$ cat src/rtl/multicycle_control_pkg.sv
// Shared encodings for the multicycle MIPS control unit: opcode/func fields,
// ALU operation codes, mux selects, FSM states and instruction classes.
package multicycle_control_pkg;

   // Primary opcodes (IR[31:26])
   localparam logic [5:0] OPCODE_RTYPE = 6'h00;
   localparam logic [5:0] OPCODE_J     = 6'h02;
   localparam logic [5:0] OPCODE_JAL   = 6'h03;
   localparam logic [5:0] OPCODE_BEQ   = 6'h04;
   localparam logic [5:0] OPCODE_BNE   = 6'h05;
   localparam logic [5:0] OPCODE_ADDI  = 6'h08;
   localparam logic [5:0] OPCODE_ANDI  = 6'h0C;
   localparam logic [5:0] OPCODE_ORI   = 6'h0D;
   localparam logic [5:0] OPCODE_LW    = 6'h23;
   localparam logic [5:0] OPCODE_SW    = 6'h2B;

   // R-type function codes (IR[5:0])
   localparam logic [5:0] FUNC_SLL = 6'h00;
   localparam logic [5:0] FUNC_SRL = 6'h02;
   localparam logic [5:0] FUNC_ADD = 6'h20;
   localparam logic [5:0] FUNC_SUB = 6'h22;
   localparam logic [5:0] FUNC_AND = 6'h24;
   localparam logic [5:0] FUNC_OR  = 6'h25;
   localparam logic [5:0] FUNC_NOR = 6'h27;
   localparam logic [5:0] FUNC_SLT = 6'h2A;

   // ALU operations
   localparam logic [2:0] OP_ADD = 3'd0;
   localparam logic [2:0] OP_SUB = 3'd1;
   localparam logic [2:0] OP_AND = 3'd2;
   localparam logic [2:0] OP_OR  = 3'd3;
   localparam logic [2:0] OP_NOR = 3'd4;
   localparam logic [2:0] OP_SLT = 3'd5;
   localparam logic [2:0] OP_SLL = 3'd6;
   localparam logic [2:0] OP_SRL = 3'd7;

   // ALU second operand select
   localparam logic ALU_SRC_DATA_B = 1'b0;
   localparam logic ALU_SRC_IMM16  = 1'b1;

   // PC next-value select
   localparam logic [1:0] PC_SRC_PLUS4  = 2'd0;
   localparam logic [1:0] PC_SRC_BRANCH = 2'd1;
   localparam logic [1:0] PC_SRC_JUMP   = 2'd2;

   // Link register written by JAL
   localparam logic [4:0] REG_RA = 5'd31;

   typedef enum logic [2:0] {
      STATE_FETCH  = 3'd0,
      STATE_DECODE = 3'd1,
      STATE_EXEC   = 3'd2,
      STATE_MEM    = 3'd3,
      STATE_WB     = 3'd4
   } state_t;

   typedef enum logic [3:0] {
      CLS_ILLEGAL = 4'd0,
      CLS_ALU_R   = 4'd1,
      CLS_ALU_I   = 4'd2,
      CLS_LW      = 4'd3,
      CLS_SW      = 4'd4,
      CLS_BEQ     = 4'd5,
      CLS_BNE     = 4'd6,
      CLS_J       = 4'd7,
      CLS_JAL     = 4'd8
   } instr_class_t;

endpackage

$ cat src/rtl/multicycle_control_instr_decode.sv
// Combinational instruction classifier: opcode/func -> instruction class,
// ALU operation, ALU operand select, destination field select, illegal flag.
module multicycle_control_instr_decode
   import multicycle_control_pkg::*;
(
   input  logic [5:0]   i_opcode,
   input  logic [5:0]   i_func,
   output instr_class_t o_cls,
   output logic [2:0]   o_alu_op,
   output logic         o_alu_src,
   output logic         o_dest_rd,
   output logic         o_illegal
);

   // Classify the instruction; anything not listed is reported illegal
   always_comb begin
      o_cls     = CLS_ILLEGAL;
      o_alu_op  = OP_ADD;
      o_alu_src = ALU_SRC_DATA_B;
      o_dest_rd = 1'b0;
      case (i_opcode)
         OPCODE_RTYPE: begin
            o_dest_rd = 1'b1;
            o_cls     = CLS_ALU_R;
            case (i_func)
               FUNC_ADD: o_alu_op = OP_ADD;
               FUNC_SUB: o_alu_op = OP_SUB;
               FUNC_AND: o_alu_op = OP_AND;
               FUNC_OR:  o_alu_op = OP_OR;
               FUNC_NOR: o_alu_op = OP_NOR;
               FUNC_SLT: o_alu_op = OP_SLT;
               FUNC_SLL: o_alu_op = OP_SLL;
               FUNC_SRL: o_alu_op = OP_SRL;
               default:  o_cls    = CLS_ILLEGAL;
            endcase
         end
         OPCODE_ADDI: begin
            o_cls     = CLS_ALU_I;
            o_alu_op  = OP_ADD;
            o_alu_src = ALU_SRC_IMM16;
         end
         OPCODE_ANDI: begin
            o_cls     = CLS_ALU_I;
            o_alu_op  = OP_AND;
            o_alu_src = ALU_SRC_IMM16;
         end
         OPCODE_ORI: begin
            o_cls     = CLS_ALU_I;
            o_alu_op  = OP_OR;
            o_alu_src = ALU_SRC_IMM16;
         end
         OPCODE_LW: begin
            o_cls     = CLS_LW;
            o_alu_op  = OP_ADD;
            o_alu_src = ALU_SRC_IMM16;
         end
         OPCODE_SW: begin
            o_cls     = CLS_SW;
            o_alu_op  = OP_ADD;
            o_alu_src = ALU_SRC_IMM16;
         end
         OPCODE_BEQ: begin
            o_cls    = CLS_BEQ;
            o_alu_op = OP_SUB;
         end
         OPCODE_BNE: begin
            o_cls    = CLS_BNE;
            o_alu_op = OP_SUB;
         end
         OPCODE_J:   o_cls = CLS_J;
         OPCODE_JAL: o_cls = CLS_JAL;
         default:    o_cls = CLS_ILLEGAL;
      endcase
      o_illegal = (o_cls == CLS_ILLEGAL);
   end

endmodule

$ cat src/rtl/multicycle_control.sv
// Multicycle MIPS control unit: owns the IR and sequences
// FETCH/DECODE/EXEC/MEM/WB with a req/ready memory handshake, a memory
// timeout and illegal-instruction reporting.
// Optional feature macro: MC_PERF_COUNT_EN adds cycle/instruction counters.
module multicycle_control
   import multicycle_control_pkg::*;
#(
   parameter int ALU_OP_W    = 3,
   parameter int MEM_TIMEOUT = 16,
   parameter int CNT_W       = 32
)(
   input  logic                i_clk,
   input  logic                i_reset,
   input  logic [31:0]         i_mem_rdata,
   input  logic                i_mem_ready,
   input  logic                i_alu_zero,
   output logic                o_mem_req,
   output logic                o_mem_we,
   output logic                o_iord,
   output logic                o_ir_write,
   output logic                o_pc_write,
   output logic [1:0]          o_pc_src,
   output logic                o_reg_write,
   output logic                o_mem_to_reg,
   output logic                o_alu_src,
   output logic [ALU_OP_W-1:0] o_alu_op,
   output logic [4:0]          o_addr_a,
   output logic [4:0]          o_addr_b,
   output logic [4:0]          o_addr_in,
   output logic [4:0]          o_shamt,
   output logic [15:0]         o_imm16,
   output logic [25:0]         o_addr26,
   output logic                o_illegal,
   output logic                o_mem_fault,
   output logic [2:0]          o_state
`ifdef MC_PERF_COUNT_EN
   ,
   output logic [CNT_W-1:0]    o_cycle_count,
   output logic [CNT_W-1:0]    o_instr_count
`endif
);

   // Wait counter only needs to reach MEM_TIMEOUT-1
   localparam int TO_W = (MEM_TIMEOUT > 2) ? $clog2(MEM_TIMEOUT) : 1;

   state_t           r_state;
   logic [31:0]      r_ir;
   logic [TO_W-1:0]  r_wait_cnt;

   state_t           w_next;
   instr_class_t     w_cls;
   logic [2:0]       w_dec_alu_op;
   logic             w_dec_alu_src;
   logic             w_dest_rd;
   logic             w_dec_illegal;
   logic             w_to_hit;
   logic             w_mem_req, w_mem_we, w_iord, w_ir_write, w_pc_write;
   logic [1:0]       w_pc_src;
   logic             w_wb_req, w_mem_to_reg, w_alu_src, w_illegal, w_mem_fault;
   logic [2:0]       w_alu_op;
   logic [4:0]       w_addr_in;

   multicycle_control_instr_decode u_decode (
      .i_opcode  (r_ir[31:26]),
      .i_func    (r_ir[5:0]),
      .o_cls     (w_cls),
      .o_alu_op  (w_dec_alu_op),
      .o_alu_src (w_dec_alu_src),
      .o_dest_rd (w_dest_rd),
      .o_illegal (w_dec_illegal)
   );

   // Timeout fires on the MEM_TIMEOUT-th consecutive unanswered request cycle
   always_comb begin
      if (MEM_TIMEOUT != 0) begin
         w_to_hit = (r_wait_cnt == TO_W'(MEM_TIMEOUT - 1));
      end else begin
         w_to_hit = 1'b0;
      end
   end

   // Next-state and single-cycle strobe generation from state + IR
   always_comb begin
      w_next       = r_state;
      w_mem_req    = 1'b0;
      w_mem_we     = 1'b0;
      w_iord       = 1'b0;
      w_ir_write   = 1'b0;
      w_pc_write   = 1'b0;
      w_pc_src     = PC_SRC_PLUS4;
      w_wb_req     = 1'b0;
      w_mem_to_reg = 1'b0;
      w_alu_src    = ALU_SRC_DATA_B;
      w_alu_op     = OP_ADD;
      w_illegal    = 1'b0;
      w_mem_fault  = 1'b0;
      case (r_state)
         STATE_FETCH: begin
            w_mem_req = 1'b1;
            if (i_mem_ready) begin
               w_ir_write = 1'b1;
               w_pc_write = 1'b1;
               w_pc_src   = PC_SRC_PLUS4;
               w_next     = STATE_DECODE;
            end else if (w_to_hit) begin
               // Abandon the request; PC untouched so the same word is refetched
               w_mem_fault = 1'b1;
               w_next      = STATE_FETCH;
            end else begin
               w_next = STATE_FETCH;
            end
         end
         STATE_DECODE: begin
            case (w_cls)
               CLS_J: begin
                  w_pc_write = 1'b1;
                  w_pc_src   = PC_SRC_JUMP;
                  w_next     = STATE_FETCH;
               end
               CLS_JAL: begin
                  w_pc_write = 1'b1;
                  w_pc_src   = PC_SRC_JUMP;
                  w_wb_req   = 1'b1;
                  w_next     = STATE_FETCH;
               end
               CLS_ILLEGAL: begin
                  w_illegal = w_dec_illegal;
                  w_next    = STATE_FETCH;
               end
               default: w_next = STATE_EXEC;
            endcase
         end
         STATE_EXEC: begin
            w_alu_op  = w_dec_alu_op;
            w_alu_src = w_dec_alu_src;
            case (w_cls)
               CLS_BEQ: begin
                  w_pc_write = i_alu_zero;
                  w_pc_src   = PC_SRC_BRANCH;
                  w_next     = STATE_FETCH;
               end
               CLS_BNE: begin
                  w_pc_write = ~i_alu_zero;
                  w_pc_src   = PC_SRC_BRANCH;
                  w_next     = STATE_FETCH;
               end
               CLS_LW:  w_next = STATE_MEM;
               CLS_SW:  w_next = STATE_MEM;
               default: w_next = STATE_WB;
            endcase
         end
         STATE_MEM: begin
            w_mem_req = 1'b1;
            w_iord    = 1'b1;
            w_mem_we  = (w_cls == CLS_SW);
            if (i_mem_ready) begin
               w_next = (w_cls == CLS_SW) ? STATE_FETCH : STATE_WB;
            end else if (w_to_hit) begin
               w_mem_fault = 1'b1;
               w_next      = STATE_FETCH;
            end else begin
               w_next = STATE_MEM;
            end
         end
         STATE_WB: begin
            w_wb_req     = 1'b1;
            w_mem_to_reg = (w_cls == CLS_LW);
            w_next       = STATE_FETCH;
         end
         default: w_next = STATE_FETCH;
      endcase
   end

   // Destination register: r31 for JAL, rd for R-type, rt otherwise
   always_comb begin
      if (w_cls == CLS_JAL) begin
         w_addr_in = REG_RA;
      end else if (w_dest_rd) begin
         w_addr_in = r_ir[15:11];
      end else begin
         w_addr_in = r_ir[20:16];
      end
   end

   // State register and instruction register
   always_ff @(posedge i_clk) begin
      if (i_reset) begin
         r_state <= STATE_FETCH;
         r_ir    <= 32'd0;
      end else begin
         r_state <= w_next;
         if (w_ir_write) begin
            r_ir <= i_mem_rdata;
         end
      end
   end

   // Wait-cycle counter: counts unanswered request cycles, clears otherwise
   always_ff @(posedge i_clk) begin
      if (i_reset) begin
         r_wait_cnt <= '0;
      end else if ((MEM_TIMEOUT != 0) && w_mem_req && !i_mem_ready && !w_to_hit) begin
         r_wait_cnt <= r_wait_cnt + TO_W'(1);
      end else begin
         r_wait_cnt <= '0;
      end
   end

   // Drive ports; everything is held at zero while reset is asserted
   always_comb begin
      if (i_reset) begin
         o_mem_req    = 1'b0;
         o_mem_we     = 1'b0;
         o_iord       = 1'b0;
         o_ir_write   = 1'b0;
         o_pc_write   = 1'b0;
         o_pc_src     = 2'd0;
         o_reg_write  = 1'b0;
         o_mem_to_reg = 1'b0;
         o_alu_src    = 1'b0;
         o_alu_op     = '0;
         o_addr_a     = 5'd0;
         o_addr_b     = 5'd0;
         o_addr_in    = 5'd0;
         o_shamt      = 5'd0;
         o_imm16      = 16'd0;
         o_addr26     = 26'd0;
         o_illegal    = 1'b0;
         o_mem_fault  = 1'b0;
         o_state      = 3'd0;
      end else begin
         o_mem_req    = w_mem_req;
         o_mem_we     = w_mem_we;
         o_iord       = w_iord;
         o_ir_write   = w_ir_write;
         o_pc_write   = w_pc_write;
         o_pc_src     = w_pc_src;
         o_reg_write  = w_wb_req && (w_addr_in != 5'd0);
         o_mem_to_reg = w_mem_to_reg;
         o_alu_src    = w_alu_src;
         o_alu_op     = ALU_OP_W'(w_alu_op);
         o_addr_a     = r_ir[25:21];
         o_addr_b     = r_ir[20:16];
         o_addr_in    = w_addr_in;
         o_shamt      = r_ir[10:6];
         o_imm16      = r_ir[15:0];
         o_addr26     = r_ir[25:0];
         o_illegal    = w_illegal;
         o_mem_fault  = w_mem_fault;
         o_state      = r_state;
      end
   end

`ifdef MC_PERF_COUNT_EN
   logic [CNT_W-1:0] r_cycle_count;
   logic [CNT_W-1:0] r_instr_count;
   logic             w_instr_done;

   // An instruction completes when FETCH is re-entered other than by a fault
   assign w_instr_done = (r_state != STATE_FETCH) && (w_next == STATE_FETCH) && !w_mem_fault;

   // Free-running cycle counter and retired-instruction counter
   always_ff @(posedge i_clk) begin
      if (i_reset) begin
         r_cycle_count <= '0;
         r_instr_count <= '0;
      end else begin
         r_cycle_count <= r_cycle_count + CNT_W'(1);
         if (w_instr_done) begin
            r_instr_count <= r_instr_count + CNT_W'(1);
         end
      end
   end

   assign o_cycle_count = r_cycle_count;
   assign o_instr_count = r_instr_count;
`endif

endmodule

$ cat config.mk
export PLATFORM = sky130hd
export DESIGN_NAME = multicycle_control
export DESIGN_NICKNAME = d
export VERILOG_FILES = /design/src/rtl/multicycle_control_pkg.sv /design/src/rtl/multicycle_control_instr_decode.sv /design/src/rtl/multicycle_control.sv
export SDC_FILE = /design/constraint.sdc
export NUM_CORES = 1
export LEC_CHECK = 0
export ABC_AREA = 1
export CORE_UTILIZATION = 40
export CTS_CLUSTER_DIAMETER = 150
export DETAILED_ROUTE_END_ITERATION = 10
export PLACE_DENSITY_LB_ADDON = 0.1
export SLEW_MARGIN = 40
export SYNTH_ARGS = -nofsm -noshare
export SYNTH_HDL_FRONTEND = slang
export SYNTH_SLANG_ARGS = --single-unit
export TNS_END_PERCENT = 50
$ cat constraint.sdc
create_clock -name i_clk -period 2.55 [get_ports i_clk]
set_input_delay 0.51 -clock i_clk [delete_from_list [all_inputs] [get_ports i_clk]]
set_output_delay 0.51 -clock i_clk [all_outputs]
set_load 0.005 [all_outputs]
== Yosys cells after proc, flatten, opt, wreduce, memory -nomap -nowiden ==
Index checks and enable logic that the tools add are counted.

* Output and inout bits: 80
* Register bits after elaboration: 39
* Word-level logic and storage cells: 108

* Reductions and logical operators: 20
* Muxes and demuxes: 55
* Bitwise operators: 2
* Equal/unequal tests: 27
* Add/sub/neg operators: 1

{| class="wikitable"
|+ Operators with widths
! kind !! number
|-
| $eq 6x6->1 const B || 8
|-
| $pmux 4 s8 || 1
|-
| $mux 5 || 6
|-
| $mux 1 || 29
|-
| $mux 26 || 1
|-
| $pmux 3 s4 || 2
|-
| $pmux 3 s7 || 1
|-
| $eq 6x2->1 const B || 3
|-
| $eq 6x4->1 const B || 3
|-
| $eq 4x3->1 const B || 4
|-
| $mux 16 || 1
|-
| $mux 3 || 5
|-
| $eq 6x3->1 const B || 2
|-
| $logic_not 6->1 || 2
|-
| $reduce_or 2->1 || 6
|-
| $eq 4x4->1 const B || 2
|-
| $mux 2 || 4
|-
| $reduce_or 8->1 || 1
|-
| $eq 3x2->1 const B || 2
|-
| $pmux 3 s2 || 1
|-
| $reduce_or 3->1 || 2
|-
| $reduce_bool 5->1 || 1
|-
| $reduce_or 5->1 || 1
|-
| $add 4x1->4 const B || 1
|-
| other kinds (11) || 16
|}

== Longest topological paths before layout ==
* Word-level depth: 9
* Depth in mapped cells: 11

== By module ==
Synthesis repeated with hierarchy kept, for this count alone.

* Cells, all modules: 396
* Area, all modules: 2481.1 µm²

{| class="wikitable"
|+ Modules (own cells, without submodules)
! module !! cells each !! times used !! seq. area each (µm²) !! area each (µm²)
|-
| multicycle_control || 324 || 1 || 780.7 || 2149.6
|-
| multicycle_control_instr_decode || 72 || 1 || 0.0 || 331.6
|}

== Worst setup path after synthesis ==
No wires, ideal clock.

* Kind: in2out
* Start: in i_reset
* End: out o_imm16[6]
* Path buffers: 3
* Data arrival time: 1.227 ns
* Required time: 2.040 ns
* Stages: 4
* Slack: 0.813 ns
* Cells stage by stage: buf_2 > buf_2 > nor2_1 > buf_4

* Cells in the longest elaborated chain, start to end: 1

{| class="wikitable"
|+ RTL lines
! item !! RTL line !! RTL
|-
| start: declaration || multicycle_control.sv:13 || <nowiki>input logic i_reset,</nowiki>
|-
| $mux 16 || multicycle_control.sv:211 || <nowiki>if (i_reset) begin</nowiki>
|-
| end: declaration || multicycle_control.sv:31 || <nowiki>output logic [15:0] o_imm16,</nowiki>
|}

Every way passes these cells.

== Final worst setup path ==
* Start: reg r_ir[28]
* End: out o_reg_write

* Cells in the longest elaborated chain, start to end: 8
* Elaborated cells on any way between the ends: 21
* Those cells by class: eq/ne (10); mux (7); reduce/logical (4)

{| class="wikitable"
|+ RTL lines
! item !! RTL line !! RTL
|-
| start: declaration || multicycle_control.sv:47 || <nowiki>logic [31:0] r_ir;</nowiki>
|-
| start signal: assignment || multicycle_control.sv:193 || <nowiki>r_ir <= i_mem_rdata;</nowiki>
|-
| $eq 6x4->1 || multicycle_control_instr_decode.sv:21 || <nowiki>case (i_opcode)</nowiki>
|-
| $reduce_or 3->1 (no source line) || n/a ||
|-
| $pmux 4 s8 || multicycle_control_instr_decode.sv:21 ||
|-
| $eq 4x4->1 || multicycle_control.sv:114, multicycle_control.sv:176 ||
|-
| $mux 1 / $mux 5 (equally long branches) || multicycle_control.sv:114, multicycle_control.sv:176 ||
|-
| $pmux 1 s2 / $reduce_bool 5->1 (equally long branches) || multicycle_control.sv:97, multicycle_control.sv:238 ||
|-
| $logic_and 1x1->1 (*) || multicycle_control.sv:238 || <nowiki>o_reg_write = w_wb_req && (w_addr_in != 5'd0);</nowiki>
|-
| $mux 1 (*) || multicycle_control.sv:211 ||
|-
| end: declaration || multicycle_control.sv:23 || <nowiki>output logic o_reg_write,</nowiki>
|}

Every way passes the cells marked *; elsewhere a longest branch is shown, timed or not.

==> results.md <==
* Slew of the pin with the lowest slew margin at 0.423 ns
* Syn nets at 399
* H-tree depth at 2
* CP max-delay cell: clkdlybuf4s50_1
* Via density at 4.67
* Final hold vios at 0
* Layout Cells excl Fill at 532
* Comb power frac at 33.2%
* Vias in the first global route at 2,286
* P&R area growth vs syn at 50.9%
* CTS root buf: clkbuf_8
* Clock share of power at 29.2%
* FP Rows at 28
* Placed Cells at 516
* Longest Clk Path Bufs at 2
* Post-synthesis cell type count at 32
* Max_slew headroom at 71.8%
* Post-route DRC at 0
* Startpoint types: flip-flop
* Sequential fraction of the synthesis area at 32.1%
* Worst path max stage delay at 0.48 ns
* Multi-input gate area in the final layout at 1060 µm²
* Core Area at 5890 µm²
* GP Congestion at 0.866
* IO Port Bufs at 115
* Syn Area/Cell at 6.72 µm²
* Post-Route Skew at 0.00548 ns
* Min Clock Period, post-route at 2.51 ns
* Die W at 80.0 µm
* Status: completed
* Drt wl/cell at 11.8 µm
* Maxcap violations at 0
* Seq cells post-synth at 39
* Post-CTS Hold Buffers at 0
* Num CTS Buffers at 5
* Yosys Warn Count at 0
* Clock insertion delay at the later pin of the skew report at 0.30 ns
* Final antenna-violating net count at 0
* Dominant cells by area after synthesis: dfxtp_1 (32%), inv_1 (13%), buf_4 (10%)
* Sequential power share at 37.5%
* Post-Route WL at 6260 µm
* Fin crit share at 98.6%
* Power per cell area at 525 nW/µm²
* Most common cell after layout, fill and taps aside: clkdlybuf4s50_1
* Ant. Diodes at 0
* Initial DRC count at 98
* Power Internal at 1.33 mW
* Sw frac at 31.1%
* Clk sinks at 39
* Leakage at 1.73 nW
* Congestion Overflow GR at 0
* Total die area at 6400 µm²
* Reg clk slew, reported paths at 0.09 ns
* CP Class: reg -> out
* Die H at 80.0 µm
* I/O pins at 116
* Fmax at 398 MHz
* RSZ-0062 raised after global routing: true
* DRT Pass-1 Iters at 4
* Data required time of the critical path at 2.04 ns
* Most frequent cells in the layout: clkdlybuf4s50_1 (110), inv_1 (84), nor2_1 (54)
* Fill count at 563
* Register Area at 792 µm²
* Setup_tns at 0 ns
* Area fraction of the dominant cell type after synthesis at 32.1%
* Cell chain of the critical path: nor2_4 > inv_4 > nor3_4 > buf_12 > inv_2 > o211ai_1 > o21ai_1 > inv_1 > clkdlybuf4s50_1
* HP Class: reg -> reg
* Max IR drop VDD at 0.332 mV
* GRT Util Overall at 20.1%
* CTS tree: yes
* Final setup viols at 0
* Via Count at 2,483
* Dpl hpwl at 4500 µm
* Worst EP arrival at 2.00 ns
* Final Net Count at 493
* Largest net degree at the start of global routing at 40
* Crit. End Element: primary output
* Starting density of the core at 41.3%
* Max Slew Vio Count at 0
* Synthesized instance count at 362
* Mapped cell area at 2430 µm²
* Net Switching at 0.600 mW
* Cell taking the most area after synthesis: dfxtp_1
* First-pass GRT wire length at 10,100 µm
* Proportion of layout cells with a drive suffix above 1 at 12.7%
* Worst-path maximum fanout at 8
* Initial antenna violation count at 0
-- routing by layer --
layer | vias up | routed length, µm | global-route usage, %
li1 | 1282 | - | -
met1 | 1126 | 2820 | 24.1
met2 | 66 | 3010 | 35.1
met3 | 9 | 359 | 4.46
met4 | 0 | 77 | 6.96
met5 | - | 0 | 0
-- power by group through the flow --
| stage | Sequential [mW] | Clock (mW) | Combinational (mW) |
|---|---|---|---|
| after floorplan | 0.723 | 0 | 0.380 |
| after global placement | 0.729 | 0 | 0.594 |
| after detailed placement | 0.731 | 0 | 0.598 |
| after CTS | 0.720 | 0.573 | 0.630 |
| after global routing | 0.731 | 0.597 | 0.713 |
| final | 0.723 | 0.563 | 0.640 |
-- synthesized netlist by cell type --
library cell and instances:
a21oi_1 14, nor2_8 2, inv_4 1, o211ai_1 2, o22ai_1 25, nand4_1 3
nor3_4 1, nand3b_1 1, nand2_4 1, nor3_1 8, inv_2 5, buf_1 2
buf_6 3, xnor2_1 1, nand2_1 25, o22ai_2 1, nor2_2 2, inv_1 84
ha_1 1, a41oi_1 1, o21ai_0 15, nor2_1 56, nor3_2 2, buf_2 4
dfxtp_1 39, nand3_1 23, nor2_4 2, o21ai_2 2, clkbuf_1 1, xor2_1 1
o21ai_1 1, buf_4 33
-- layout make-up --
class,instances,share of cell area (%)
Clock buffer,6,2.25
Sequential cell,39,21.6
Clock inverter,2,1.06
Tap cell,75,2.56
Inverter,90,9.27
Timing Repair Buffer,129,34.4
Multi-Input combinational cell,191,28.9
-- sequential cells by signal (all words and copies together) (netlist names) --
register and count:
r_ir 32, r_wait_cnt 4, r_state 3
-- per-stage QoR --
step | area, µm² | setup slack (ns) | total power, mW | hold slack, ns | util (%)
floorplan | 2430 | 0.813 | 1.10 | 0.418 | -
global placement | 3410 | 0.0434 | 1.32 | 0.430 | 58.0
detailed placement | 3410 | 0.0485 | 1.33 | 0.441 | 58.0
CTS | 3590 | -0.0643 | 1.92 | 0.459 | 61.1
global route | 3670 | -0.0689 | 2.04 | 0.496 | 62.4
finish | 3670 | 0.0352 | 1.93 | 0.452 | 62.4
-- path summary, 6_finish.rpt --
path         cells past startpoint                startpoint  slack [ns]                       end
min reg2reg                      1  r_wait_cnt[0]$_SDFF_PP0_        0.45  r_wait_cnt[0]$_SDFF_PP0_
max reg2reg                      7     r_state[0]$_SDFF_PP0_        0.96     r_ir[30]$_SDFFE_PP0P_
min                              1  r_wait_cnt[0]$_SDFF_PP0_        0.45  r_wait_cnt[0]$_SDFF_PP0_
max                              9     r_ir[28]$_SDFFE_PP0P_        0.04               o_reg_write
-- critical path: cells and delay by family (launching register included) --
family,cells,cell delay (ns)
AO/OA/AOI/OAI,2,0.20
buffers and inverters,5,0.81
flip-flops,1,0.35
AND/OR/NAND/NOR,2,0.34
-- kinds of logic (layout without fill, tap and decap cells) --
logic type	count (synthesis)	after routing	share of synthesized area, %
buf+inv	133	227	26.9
fa+ha+maj	1	1	0.514
flops	39	39	32.1
simple gates	126	127	25.0
xor+xnor	2	2	0.720
compound gates	61	61	14.8
-- repair_timing --
item / CTS / global route
gates cloned: 1 / 0
gates resized for setup: 11 / 15
endpoints found under the setup margin: 8 / 16
buffers inserted: 5 / 2
pin swaps: 5 / 7
Note: power is estimated with default switching activity, not from simulation.
